File: config.mk
export PLATFORM = sky130hd
export DESIGN_NAME = signed_seq_divider_flat
export DESIGN_NICKNAME = d
export VERILOG_FILES = /design/src/rtl/signed_seq_divider_pkg.sv /design/src/rtl/signed_seq_divider_if.sv /design/src/rtl/signed_seq_divider_div_sub_stage.sv /design/src/rtl/signed_seq_divider.sv /design/src/flat_wrapper.sv
export SDC_FILE = /design/constraint.sdc
export NUM_CORES = 1
export LEC_CHECK = 0
export ABC_AREA = 1
export BUFFER_PORTS_ARGS = -buffer_cell sky130_fd_sc_hd__buf_2
export CAP_MARGIN = 20
export CORE_MARGIN = 4
export CORE_UTILIZATION = 63
export DETAILED_ROUTE_END_ITERATION = 12
export GPL_TIMING_DRIVEN = 0
export PLACE_DENSITY_LB_ADDON = 0.05
export SLEW_MARGIN = 40
export SYNTH_ARGS = -nofsm -noshare
export SYNTH_HDL_FRONTEND = slang
export SYNTH_SLANG_ARGS = --single-unit
File: constraint.sdc
create_clock -name clk -period 9.8 [get_ports clk]
set_input_delay 1.96 -clock clk [delete_from_list [all_inputs] [get_ports clk]]
set_output_delay 1.96 -clock clk [all_outputs]
set_load 0.02 [all_outputs]
File: src/rtl/signed_seq_divider_pkg.sv
// Shared types and constants for the signed sequential divider.
package signed_seq_divider_pkg;

    localparam int DEF_WIDTH = 8;

    typedef enum logic [1:0] {
        IDLE = 2'd0,
        CALC = 2'd1,
        FIN  = 2'd2
    } state_t;

    // Quotient returned when the divisor is zero.
    localparam logic [DEF_WIDTH-1:0] QUOT_DIV_ZERO = {DEF_WIDTH{1'b1}};

    // Most negative operand; its magnitude does not fit a signed WIDTH-bit value.
    localparam logic [DEF_WIDTH-1:0] MIN_NEG = {1'b1, {(DEF_WIDTH-1){1'b0}}};

endpackage

File: src/rtl/signed_seq_divider_if.sv
// Start/done handshake and operand/result bundle for the signed divider.
interface signed_seq_divider_if
    import signed_seq_divider_pkg::*;
#(
    parameter int WIDTH = DEF_WIDTH
);

    logic             start;
    logic [WIDTH-1:0] dividend;
    logic [WIDTH-1:0] divisor;
    logic             busy;
    logic             done;
    logic [WIDTH-1:0] quotient;
    logic [WIDTH-1:0] remainder;
    logic             div_by_zero;
    logic             overflow;

    modport master (
        output start, dividend, divisor,
        input  busy, done, quotient, remainder, div_by_zero, overflow
    );

    modport slave (
        input  start, dividend, divisor,
        output busy, done, quotient, remainder, div_by_zero, overflow
    );

endinterface

File: src/rtl/signed_seq_divider_div_sub_stage.sv
// Combinational trial subtractor for one restoring-division step.
// Ripple chain computing minuend + ~subtrahend + 1; the final carry-out is
// high when no borrow occurred, which is directly the next quotient bit.
module div_sub_stage #(
    parameter int W = 9
) (
    input  logic [W-1:0] minuend,
    input  logic [W-1:0] subtrahend,
    output logic [W-1:0] diff,
    output logic         no_borrow
);

    logic [W:0] carry;

    assign carry[0] = 1'b1;

    for (genvar i = 0; i < W; i++) begin : g_bit
        logic b_n;
        logic p;
        assign b_n          = ~subtrahend[i];
        assign p            = minuend[i] ^ b_n;
        assign diff[i]      = p ^ carry[i];
        assign carry[i + 1] = (minuend[i] & b_n) | (carry[i] & p);
    end

    assign no_borrow = carry[W];

endmodule

File: src/rtl/signed_seq_divider.sv
// Multi-cycle two's-complement divider using a restoring shift-subtract loop.
//
//   state | meaning
//   ------+------------------------------------------------------------
//   IDLE  | waiting for start; captures operands, magnitudes and signs
//   CALC  | one shift/trial-subtract iteration per cycle, WIDTH cycles
//   FIN   | applies signs, writes results and flags, pulses done
module signed_seq_divider
    import signed_seq_divider_pkg::*;
#(
    parameter int WIDTH = DEF_WIDTH
) (
    input  logic                  clk,
    input  logic                  rst_n,
    signed_seq_divider_if.slave   bus
);

    localparam int CNT_W = $clog2(WIDTH + 1);

    localparam logic [WIDTH-1:0] QUOT_DZ = WIDTH'(QUOT_DIV_ZERO);
    localparam logic [WIDTH-1:0] MIN_VAL = WIDTH'(MIN_NEG);

    state_t           state;
    logic [CNT_W-1:0] cnt;
    logic [WIDTH:0]   prem;       // partial remainder
    logic [WIDTH-1:0] qmag;       // dividend magnitude shifting out, quotient shifting in
    logic [WIDTH-1:0] dmag;       // divisor magnitude
    logic [WIDTH-1:0] dvd_r;      // original dividend, returned as remainder on divide-by-zero
    logic             neg_q;
    logic             neg_r;
    logic             dz_r;
    logic             ovf_r;

    logic [WIDTH-1:0] dvd_mag;
    logic [WIDTH-1:0] dvs_mag;
    logic [WIDTH:0]   shifted;
    logic [WIDTH:0]   trial;
    logic             no_borrow;

    // Unsigned magnitudes; the most negative value maps to 2^(WIDTH-1).
    assign dvd_mag = bus.dividend[WIDTH-1] ? -bus.dividend : bus.dividend;
    assign dvs_mag = bus.divisor[WIDTH-1]  ? -bus.divisor  : bus.divisor;

    // The top remainder bit is always zero after a restoring step, so the
    // shift discards it and brings in the next dividend bit.
    assign shifted = (prem << 1) | (WIDTH + 1)'(qmag[WIDTH-1]);

    div_sub_stage #(
        .W (WIDTH + 1)
    ) u_sub (
        .minuend    (shifted),
        .subtrahend ({1'b0, dmag}),
        .diff       (trial),
        .no_borrow  (no_borrow)
    );

    // Sequencer: operand capture, iteration loop and registered result outputs.
    always_ff @(posedge clk or negedge rst_n) begin
        if (!rst_n) begin
            state           <= IDLE;
            cnt             <= '0;
            prem            <= '0;
            qmag            <= '0;
            dmag            <= '0;
            dvd_r           <= '0;
            neg_q           <= 1'b0;
            neg_r           <= 1'b0;
            dz_r            <= 1'b0;
            ovf_r           <= 1'b0;
            bus.busy        <= 1'b0;
            bus.done        <= 1'b0;
            bus.quotient    <= '0;
            bus.remainder   <= '0;
            bus.div_by_zero <= 1'b0;
            bus.overflow    <= 1'b0;
        end else begin
            bus.done <= 1'b0;
            case (state)
                IDLE: begin
                    if (bus.start) begin
                        dvd_r    <= bus.dividend;
                        qmag     <= dvd_mag;
                        dmag     <= dvs_mag;
                        prem     <= '0;
                        cnt      <= CNT_W'(WIDTH);
                        neg_q    <= bus.dividend[WIDTH-1] ^ bus.divisor[WIDTH-1];
                        neg_r    <= bus.dividend[WIDTH-1];
                        dz_r     <= (bus.divisor == '0);
                        ovf_r    <= (bus.dividend == MIN_VAL) && (bus.divisor == '1);
                        bus.busy <= 1'b1;
                        state    <= (bus.divisor == '0) ? FIN : CALC;
                    end
                end
                CALC: begin
                    prem <= no_borrow ? trial : shifted;
                    qmag <= {qmag[WIDTH-2:0], no_borrow};
                    cnt  <= cnt - 1'b1;
                    if (cnt == CNT_W'(1)) begin
                        state <= FIN;
                    end
                end
                FIN: begin
                    if (dz_r) begin
                        bus.quotient  <= QUOT_DZ;
                        bus.remainder <= dvd_r;
                    end else begin
                        // -2^(WIDTH-1) / -1 leaves magnitude 2^(WIDTH-1) unnegated,
                        // which already reads back as MIN_VAL.
                        bus.quotient  <= neg_q ? -qmag : qmag;
                        bus.remainder <= neg_r ? -prem[WIDTH-1:0] : prem[WIDTH-1:0];
                    end
                    bus.div_by_zero <= dz_r;
                    bus.overflow    <= ovf_r & ~dz_r;
                    bus.done        <= 1'b1;
                    bus.busy        <= 1'b0;
                    state           <= IDLE;
                end
                default: begin
                    state <= IDLE;
                end
            endcase
        end
    end

endmodule

File: src/flat_wrapper.sv
// flat-port wrapper written by rule: the top's interface ports become plain ports
module signed_seq_divider_flat import signed_seq_divider_pkg::*;
#(
    parameter int WIDTH = DEF_WIDTH
)
  (clk, rst_n, bus_start, bus_dividend, bus_divisor, bus_busy, bus_done, bus_quotient, bus_remainder, bus_div_by_zero, bus_overflow);
  signed_seq_divider_if #(.WIDTH(WIDTH)) bus_i ();
  input  logic clk;
  input  logic rst_n;
  input wire logic [$bits(bus_i.start)-1:0] bus_start;
  input wire logic [$bits(bus_i.dividend)-1:0] bus_dividend;
  input wire logic [$bits(bus_i.divisor)-1:0] bus_divisor;
  output wire logic [$bits(bus_i.busy)-1:0] bus_busy;
  output wire logic [$bits(bus_i.done)-1:0] bus_done;
  output wire logic [$bits(bus_i.quotient)-1:0] bus_quotient;
  output wire logic [$bits(bus_i.remainder)-1:0] bus_remainder;
  output wire logic [$bits(bus_i.div_by_zero)-1:0] bus_div_by_zero;
  output wire logic [$bits(bus_i.overflow)-1:0] bus_overflow;
  assign bus_i.start = bus_start;
  assign bus_i.dividend = bus_dividend;
  assign bus_i.divisor = bus_divisor;
  assign bus_busy = bus_i.busy;
  assign bus_done = bus_i.done;
  assign bus_quotient = bus_i.quotient;
  assign bus_remainder = bus_i.remainder;
  assign bus_div_by_zero = bus_i.div_by_zero;
  assign bus_overflow = bus_i.overflow;
  signed_seq_divider #(.WIDTH(WIDTH)) u_core (.clk(clk), .rst_n(rst_n), .bus(bus_i));
endmodule
==> flow_metrics.env <==
export IMPL_status="completed"
export IMPL_hold_buffers=0
export IMPL_place_inst=558
export IMPL_clock_sinks=61
export IMPL_wire_per_inst_um=15.5
export IMPL_hold_viol=0
export IMPL_worst_pin_slew_ps=557
export IMPL_relSlewSlack_pct=62.9
export IMPL_crit_fanout=10
export IMPL_ys_types=34
export IMPL_die_x_um=82.6
export IMPL_max_stage_delay_ps=450
export IMPL_drive_gt1_share_pct=16.7
export IMPL_end_kind="register"
export IMPL_gr_usage_all_layers_pct=29.0
export IMPL_irDropWorstVdd_v=0.000165
export IMPL_yosys_mux_area_fraction_pct=0
export IMPL_final_cell_mix="nand2_1 (107), dfrtp_1 (61), inv_1 (57), nor2_1 (46), buf_2 (45)"
export IMPL_ys_flop_type="dfrtp_1"
export IMPL_p_per_area_mw_per_mm2=340
export IMPL_drc_errors=0
export IMPL_worstPathArrival_ps=4520
export IMPL_fin_crit_ps=4300
export IMPL_slowest_stage="dfrtp_1"
export IMPL_syn_area_per_cell_um2=7.78
export IMPL_via_per_inst=5.62
export IMPL_dp_hpwl_um=6320
export IMPL_crit_required_ps=10020
export IMPL_synth_seq_cells=61
export IMPL_tns_ps=0
export IMPL_clk_pin_slew_ps=70
export IMPL_synthArstFlopShare_pct=100
export IMPL_synth_compound_gate_area_share_pct=12.5
export IMPL_postRouteAntennaNets=0
export IMPL_globalplace_congestion=0.895
export IMPL_start_util_pct=67.0
export IMPL_cap_viol_max_count=0
export IMPL_finalNetCount=533
export IMPL_cp_start_kind="register"
export IMPL_instances_no_fill=573
export IMPL_drt_pass1_iter_count=4
export IMPL_layout_commonest_cell="nand2_1"
export IMPL_synth_cells=451
export IMPL_slew_violations=0
export IMPL_rsz0062_at_grt="no"
export IMPL_htree_levels=3
export IMPL_clk_latency_ps=350
export IMPL_grt_pass1_wl_um=14700
export IMPL_yosys_warnings=0
export IMPL_p_leak_nw=2.05
export IMPL_clk_path_buf_depth=2
export IMPL_crit_chain="inv_1 -> ha_1 -> inv_1 -> fa_1 -> inv_1 -> fa_1 -> inv_1 -> fa_1 -> fa_1 -> fa_1 -> fa_1 -> fa_1 -> nor2_1 -> clkbuf_1 -> a21oi_1 -> o21ai_0 -> o21ai_0"
export IMPL_synth_edf_count=0
export IMPL_cts_made_buffers=9
export IMPL_n_antenna_cell=0
export IMPL_ctsResizeCount=0
export IMPL_finClkSkew_ps=11.8
export IMPL_antenna_found_initial=0
export IMPL_regArea_mm2=0.00153
export IMPL_core_area_mm2=0.00524
export IMPL_fillerInstances=392
export IMPL_pin_count=39
export IMPL_die_h_um=82.6
export IMPL_setup_viol=0
export IMPL_num_rows=26
export IMPL_period_share_pct=43.9
export IMPL_cp_common_cell="fa_1"
export IMPL_synth_nets=485
export IMPL_synthAdderAreaFrac_pct=6.85
export IMPL_fmax_mhz=232
export IMPL_drtIter0Drc=319
export IMPL_synth_xor_area_share_pct=0.999
export IMPL_root_buffer="clkbuf_8"
export IMPL_portBuffers=37
export IMPL_yosys_area_share_simple_pct=26.4
export IMPL_design_die_area_mm2=0.00682
export IMPL_power_mw=1.36
export IMPL_tritoncts="yes"
export IMPL_hp_class="reg -> reg"
export IMPL_overflow=0
export IMPL_yosysSeqAreaShare_pct=43.5
export IMPL_post_cts_buffers=0
export IMPL_regToRegSetupSlack_ps=5500
export IMPL_synth_top_family_by_area="simple AND/OR/NAND/NOR gates"
export IMPL_crit_type="reg -> reg"
export IMPL_areaGrowthSynthToFinish_pct=13.6
export IMPL_multi_input_area_mm2=0.00164
export IMPL_dr_total_vias=3222
export IMPL_grt_pass1_vias=3091
export IMPL_grt_max_degree=62
export IMPL_synth_area_mm2=0.00351
export IMPL_routed_wl_um=8890
-- layout make-up --
type	instances	share of cell area, %
inverter	62	5.90
timing repair buffer	37	4.80
multi-input combinational	312	41.2
clock inverter	4	1.19
buffer	16	2.64
sequential	61	38.3
tap	70	2.20
clock buffer	11	3.80
-- flip-flops by register name, summed over array words and instances, names as in the netlist --
signal                  cells
u_core.bus.quotient         8
u_core.bus.remainder        8
u_core.dmag                 8
u_core.dvd_r                8
u_core.prem                 8
u_core.qmag                 8
u_core.cnt                  4
u_core.state                2
u_core.bus.busy             1
u_core.bus.div_by_zero      1
u_core.bus.done             1
u_core.bus.overflow         1
u_core.dz_r                 1
u_core.neg_q                1
u_core.ovf_r                1
-- per-layer routing --
layer | share of wire (%) | GRT usage (%) | up-vias
met5 | 0 | 0 | -
met4 | 1.9 | 12.3 | 0
met3 | 5.8 | 4.66 | 16
met2 | 48 | 46.7 | 124
met1 | 44 | 39.0 | 1542
li1 | - | - | 1540
-- logic make-up (layout without fill, tap and decap cells) --
| logic type | Yosys count | in the layout |
|---|---|---|
| AND/OR/NAND/NOR | 212 | 212 |
| AO/OA/AOI/OAI | 81 | 81 |
| buffers and inverters | 78 | 130 |
| flip-flops | 61 | 61 |
| adder cells (fa/ha/maj) | 15 | 15 |
| XOR/XNOR | 4 | 4 |
-- power by group --
group / internal (mW) / switching [mW]
Clock: 0.129 / 0.101
Combinational: 0.240 / 0.439
Sequential: 0.366 / 0.0813
-- worst max-delay path, delay by kind of cell (launching register included) --
family | cells | cell delay (ps)
fa+ha+maj | 8 | 2590
simple gates | 1 | 200
buf+inv | 5 | 610
compound gates | 3 | 330
flops | 1 | 450
-- cells in the mapped netlist, types with 2 or more instances --
cell type	count	area share, %
dfrtp_1	61	44
xor2_1	4	1.0
nand2_2	2	0.36
o21ai_0	41	5.9
inv_2	4	0.43
or2_2	3	0.54
nand3b_1	2	0.43
clkbuf_1	2	0.21
fa_1	7	4.0
nand2_1	107	11
nor2_1	46	4.9
nand3_1	36	5.1
a21oi_2	3	0.75
nor3_1	7	1.0
o21ai_1	9	1.3
inv_1	57	6.1
a21oi_1	17	2.4
nand4_1	4	0.71
ha_1	8	2.9
buf_2	9	1.3
o22ai_1	6	1.1
buf_6	4	1.3
-- through the flow --
| stage | area, um2 | utilization (%) | worst slack [ps] | hold slack [ps] |
|---|---|---|---|---|
| detailed placement | 3780 | 72.2 | 5600 | 462 |
| global route | 3990 | 76.1 | 5270 | 508 |
| CTS | 3980 | 76.0 | 5540 | 479 |
| global placement | 3780 | 72.2 | 5640 | 450 |
| floorplan | 3510 | - | 5960 | 449 |
| finish | 3990 | 76.1 | 5500 | 472 |
-- path summary, 6_finish.rpt --
check,startpoint,endpoint,depth (start not counted)
max,u_core.qmag[7]$_DFFE_PN0P_,u_core.prem[5]$_DFFE_PN0P_,17
min,u_core.bus.busy$_DFFE_PN0P_,u_core.bus.busy$_DFFE_PN0P_,2
max reg2reg,u_core.qmag[7]$_DFFE_PN0P_,u_core.prem[5]$_DFFE_PN0P_,17
min reg2reg,u_core.bus.busy$_DFFE_PN0P_,u_core.bus.busy$_DFFE_PN0P_,2
max in group asynchronous,rst_n,u_core.dvd_r[6]$_DFFE_PN0P_,1
min in group asynchronous,rst_n,u_core.bus.remainder[4]$_DFFE_PN0P_,1
Power figures use the tool's default switching activity.
